[config.mk]
export PLATFORM = sky130hd
export DESIGN_NAME = ifu
export DESIGN_NICKNAME = d
export VERILOG_FILES = /design/src/rtl/ifu_pkg.sv /design/src/rtl/ifu_pc_legal_chk.sv /design/src/rtl/ifu.sv
export SDC_FILE = /design/constraint.sdc
export NUM_CORES = 1
export LEC_CHECK = 0
export BUFFER_PORTS_ARGS = -buffer_cell sky130_fd_sc_hd__buf_2
export CAP_MARGIN = 20
export CORE_MARGIN = 10
export CORE_UTILIZATION = 42
export DETAILED_ROUTE_END_ITERATION = 16
export GPL_TIMING_DRIVEN = 0
export PLACE_DENSITY = 0.75
export SYNTH_ARGS = -nofsm -noshare
export SYNTH_HDL_FRONTEND = slang
export SYNTH_SLANG_ARGS = --single-unit
[constraint.sdc]
create_clock -name clk -period 1.6 [get_ports clk]
set_input_delay 0.32 -clock clk [delete_from_list [all_inputs] [get_ports clk]]
set_output_delay 0.32 -clock clk [all_outputs]
set_load 0.1 [all_outputs]
[src/rtl/ifu_pkg.sv]
// Shared types and defaults for the instruction fetch unit.
package ifu_pkg;

    typedef enum logic [1:0] {
        IDLE = 2'd0,
        REQ  = 2'd1,
        HOLD = 2'd2
    } ifu_state_t;

    localparam logic [31:0] RESET_PC_DEF = 32'h0000_3000;
    localparam logic [31:0] IM_BASE_DEF  = 32'h0000_3000;
    localparam int unsigned IM_WORDS_DEF = 4096;
    localparam logic [31:0] NOP_WORD     = 32'h0000_0000;

endpackage

[src/rtl/ifu_pc_legal_chk.sv]
// Alignment and range check of a byte address against the instruction memory window.
module pc_legal_chk #(
    parameter logic [31:0] IM_BASE  = ifu_pkg::IM_BASE_DEF,
    parameter int unsigned IM_WORDS = ifu_pkg::IM_WORDS_DEF
) (
    input  logic [31:0] addr,
    output logic        legal
);
    // 33-bit end bound so a window touching 2^32 cannot wrap.
    localparam logic [32:0] IM_END = {1'b0, IM_BASE} + (33'(IM_WORDS) << 2);

    assign legal = (addr[1:0] == 2'b00) && (addr >= IM_BASE) && ({1'b0, addr} < IM_END);

endmodule

[src/rtl/ifu.sv]
// Fetch unit: PC register, imem req/ready fetch, decode valid/ack handoff.
module ifu
    import ifu_pkg::*;
#(
    parameter logic [31:0] RESET_PC = RESET_PC_DEF,
    parameter logic [31:0] IM_BASE  = IM_BASE_DEF,
    parameter int unsigned IM_WORDS = IM_WORDS_DEF
) (
    input  logic        clk,
    input  logic        reset,
    input  logic [31:0] npc,
    input  logic        instr_ack,
    input  logic        imem_ready,
    input  logic [31:0] imem_rdata,
    output logic        imem_req,
    output logic [31:0] imem_addr,
    output logic [31:0] pc,
    output logic [31:0] instr,
    output logic        instr_valid,
    output logic        fetch_exc,
    output logic [31:0] fetch_count
);
    ifu_state_t st, st_nxt;
    logic       pc_legal;

    pc_legal_chk #(.IM_BASE(IM_BASE), .IM_WORDS(IM_WORDS)) u_chk (
        .addr  (pc),
        .legal (pc_legal)
    );

    assign imem_addr = pc;

    always_ff @(posedge clk or negedge reset) begin
        if (!reset) st <= IDLE;
        else        st <= st_nxt;
    end

    // Outputs depend on state and pc only; handshake inputs affect next state.
    always_comb begin
        st_nxt      = st;
        imem_req    = 1'b0;
        instr_valid = 1'b0;
        case (st)
            IDLE: st_nxt = REQ;
            REQ: begin
                imem_req = pc_legal;
                if (!pc_legal || imem_ready) st_nxt = HOLD;
            end
            HOLD: begin
                instr_valid = 1'b1;
                if (instr_ack) st_nxt = REQ;
            end
            default: st_nxt = REQ;
        endcase
    end

    always_ff @(posedge clk or negedge reset) begin
        if (!reset) begin
            pc          <= RESET_PC;
            instr       <= NOP_WORD;
            fetch_exc   <= 1'b0;
            fetch_count <= 32'd0;
        end else begin
            if (st == REQ) begin
                // Illegal PCs turn into a flagged nop without a memory access.
                if (!pc_legal) begin
                    instr     <= NOP_WORD;
                    fetch_exc <= 1'b1;
                end else if (imem_ready) begin
                    instr     <= imem_rdata;
                    fetch_exc <= 1'b0;
                end
            end
            if (st == HOLD && instr_ack) begin
                pc          <= npc;
                fetch_count <= fetch_count + 32'd1;
            end
        end
    end

endmodule
**Yosys cells after proc, flatten, opt, wreduce, memory -nomap -nowiden**

Index checks and enable logic that the tools add are counted.

- Output and inout bits: 131
- ROM bits: 0
- Memories: 0
- Logic and storage cells: 30
- Memory bits (writable): 0
- Input port bits: 68
- Latch bits: 0
- Flip-flop bits (word level): 99

- Reduce and logical (&&, ||, !) cells: 8
- $mul: 0
- $lt $le $gt $ge: 2
- Equality and inequality tests: 5
- Add/sub/neg operators: 1
- Muxes and demuxes: 9
- Bitwise operators: 0
- Div/mod/pow operators: 0
- Shift operators: 0

Operators by type and width:

| cell | number |
|---|---|
| 32-bit two-way mux | 2 |
| 32-bit by 1-bit adder with 32-bit output, second input constant | 1 |
| 32-bit by 14-bit >= comparator with 1-bit output, second input constant | 1 |
| 32-bit by 15-bit < comparator with 1-bit output, second input constant | 1 |
| 2-bit != test, second input constant | 3 |
| 1-bit two-way mux | 4 |
| 2-bit two-way mux | 2 |
| 2-bit case mux with 2 select lines | 1 |
| 2-bit AND reduction | 2 |
| 1-bit logical AND | 3 |
| 2-bit by 1-bit == test with 1-bit output, second input constant | 1 |
| 2-bit == test, second input constant | 1 |
| 2-bit zero test | 1 |
| 1-bit zero test | 1 |
| 1-bit logical OR | 1 |

**Logic depth before layout (Yosys ltp)**

- Depth in word-level cells: 7
- Mapped depth: 5
- Depth with buffers taken out: 5

**Cells and area by module**

From an unflattened synthesis, not the netlist that was laid out.

- Cells, all modules: 316
- Area total of the unflattened synthesis: 4,141.5 um^2

Modules (own cells, without submodules):

| module | area each (um^2) | times used | sequential area each (um^2) | cells an instance |
|---|---|---|---|---|
| ifu | 4,072.7 | 1 | 2,479.9 | 306 |
| pc_legal_chk | 68.8 | 1 | 0.0 | 10 |

**Worst setup path before layout**

No wires, ideal clock.

- Path kind: register to output
- Start: reg pc[23] (netlist: imem_addr[23])
- End: out imem_req
- Required time: 1.280 ns
- Path slack: -2.655 ns
- Arrival time: 3.935 ns
- Cell stages (with the launch flop): 5
- Buffers on the path: 0
- Cells stage by stage: dfrtp_1 > nor4_2 > nand3_2 > or3_1 > nor3b_1

- Cells in the longest elaborated chain, start to end: 4
- Elaborated cells between the ends (all ways): 5
- Those cells by class: order compare (2); mux (1); reduce/logical (2)

RTL lines:

| element | RTL line | text |
|---|---|---|
| start: declaration | ifu.sv:17 | `output logic [31:0] pc,` |
| start signal: assignment | ifu.sv:75 | `pc <= npc;` |
| 32-bit by 14-bit >= comparator with 1-bit output | ifu_pc_legal_chk.sv:12 | `assign legal = (addr[1:0] == 2'b00) && (addr >= IM_BASE) && ({1'b0, addr} < IM_END);` |
| 1-bit logical AND | ifu_pc_legal_chk.sv:12 |  |
| 1-bit logical AND (*) | ifu_pc_legal_chk.sv:12 |  |
| 1-bit two-way mux (*) | ifu.sv:43 | `case (st)` |
| end: declaration | ifu.sv:15 | `output logic imem_req,` |

Every way passes the cells marked *; elsewhere a longest branch is shown, timed or not.

**Final worst setup path**

- Start: reg pc[22] (netlist: imem_addr[22])
- End: out imem_req

Same word-level chain as after synthesis.

==> metrics.cfg <==
[sta]
worstMarginPinSlew_ns = 0.595
rsz0062_at_grt = true
finalCriticalPeriod_ns = 2.41
worst_slack_ns = -0.811
final-setup-viol-count = 55
fin_tns_setup_ns = -16.90
maxSlewViolCount = 0
final-hold-violation-count = 0
clock_skew_ns = 0.0119
relSlewSlack_pct = 60.3
max_freq_mhz = 415
timing.hold.ws_ns = 0.178
finalCritPeriodShare_pct = 151

[global_routing]
grtUsageTotal_pct = 16.5
grt_pass1_vias = 3850
overflow = 0
grt_antenna_before_repair = 0
grt_max_degree = 56
grt_pass1_wl_microns = 19500

[critical_path]
crit_family = simple AND/OR/NAND/NOR gates
worstPathMaxFanout = 2
cp-end-kind = output pin
r2r_cells = 8
reg2reg_from = imem_addr[22]
cp_num_cells = 5
critPathSlowestCell = dfrtp_4
max_stage_delay_ns = 0.50
cp.buffers_inverters = 1
startpoint = imem_addr[22]
crit_arrival_ns = 2.09
worstSetupPathType = flop to output pin
startpoint_type = flop
path_cells = nor4_4 -> nand3_2 -> or3_4 -> nor3b_4 -> buf_12
required_ns = 1.28

[drt]
drt-pass1-iter-count = 4
drc_errors = 0
num_vias = 3442
viasPerCell = 4.88
antenna_left = 0
routed_wl_microns = 12700
first_iter_violations = 141
wl_per_cell_microns = 17.9

[clocking]
clock-sinks = 99
numCtsBuffers = 9
cts_tree = yes
clk_latency_ns = 0.35
clkTransAtPathRegs_ns = 0.10
htree_levels = 3
clock_path_buffers = 2
clockRootBuffer = clkbuf_8

[floorplan]
num_rows = 36
die_h_microns = 121
dieArea_sq_um = 14500
num_io_pins = 199
fp.coreArea_sq_um = 9820
initial_core_util_pct = 43.3
die_w_microns = 121

[synth]
yosysTopAreaCell = dfrtp_1
synthTopCellsByCount = dfrtp_1, a22o_1, buf_4
syn_area_per_cell_sq_um = 13.4
synth_async_sr_flop_share_pct = 100
yosysSeqAreaShare_pct = 58.4
yosysMostFrequentCell = dfrtp_1
synth-seq-cells = 99
syn_area_sq_um = 4250
synth.distinct_cells = 34
yosys-top-cells-area = dfrtp_1, a22o_1, mux2_2, buf_4, xnor2_1
syn_inst = 316
yosys.area.top_type_share_pct = 57.1
ys.flop_type = dfrtp_1
syn_nets = 385
yosys_warnings = 0
synth_edf_count = 0

[placed_design]
numPortBuffers = 198
routabilityCongestion = 0.793
dpl.cell_count = 648
place.detailed.hpwl_microns = 9270

[finish]
area_delta_synth_final_pct = 61.0
final_cells = 706
nNetsFinal = 636
drive_gt1_share_pct = 72.7
post-route-util_pct = 69.6

[min_path]
holdPathStages = 2
min_from = imem_rdata[4]
holdCritPathClass = input pin to flop

[job]
max_cap_viol_count = 0

[run_status]
violations = negative setup slack
status = finished with violations

final timing paths:
kind | endpoint | slack, ns
max | imem_req | -0.81
min in group asynchronous | imem_addr[7] | 0.50
min | instr[4] | 0.18
max in group asynchronous | fetch_count[2] | 0.39
max reg2reg | instr[11] | -0.48
min reg2reg | fetch_count[31] | 0.47
cell families (layout without fill, tap and decap cells):
logic type                 count (synthesis)  after routing  share of synthesized area (%)
DFF                                       99             99                           58.4
muxes                                     33             33                           8.75
xor gates and xnor gates                  32             32                           6.60
AOI/OAI and AO/OA                         36             36                           7.75
adders and majority gates                  1              1                          0.295
and+or+nand+nor                           72             72                           10.9
other                                      0              1                              0
buffers and inverters                     43            299                           7.33
repair_timing:
item	in CTS	in global routing
endpoints found under the hold margin	42	0
resized for setup	72	62
setup endpoints to repair	77	102
setup buffers	15	23
hold buffers	1	0
pin swaps	9	16
gates cloned	4	1
layer usage:
layer,routed length (microns),GRT usage [%],vias to the layer above
met4,98,3.85,0
met2,6820,29.5,123
met5,0,0,-
met1,4740,17.6,1708
met3,994,6.98,6
li1,-,-,1605
flip-flops by register name (all words and copies together), names as in the netlist:
signal / cells
imem_addr: 32
fetch_count: 32
fetch_exc: 1
st: 2
instr: 32
cell usage in the layout, fill, tap and decap left out, drive strengths merged, types with 5 or more instances in the layout:
cell type	count
a22o	33
buf	245
clkbuf	46
dfrtp	97
mux2	33
nand2	16
nand3	14
nand4	13
nor2	5
nor4	10
xnor2	25
xor2	7
per-stage QoR:
step | cell area [sq um] | setup slack (ns)
2_1_floorplan | 4680 | -1.06
3_3_place_gp | 5840 | -1.07
3_5_place_dp | 5870 | -0.751
4_1_cts | 6460 | -0.858
5_1_grt | 6840 | -0.926
6_report | 6840 | -0.811
final cells by class:
| cell class | instances | area (sq um) |
|---|---|---|
| Buffer | 40 | 365 |
| Inverter | 2 | 11.3 |
| Clock inverter | 5 | 60.1 |
| Timing Repair Buffer | 241 | 1700 |
| Antenna cell | 1 | 2.50 |
| Fill cell | 732 | 2980 |
| Multi-Input combinational cell | 174 | 1760 |
| Tap cell | 133 | 166 |
| Clock buffer | 11 | 141 |
| Sequential cell | 99 | 2630 |
Power is left out: the tool's default activity adds up to more than one toggle a clock period on the data nets, which glitch-free logic cannot reach.
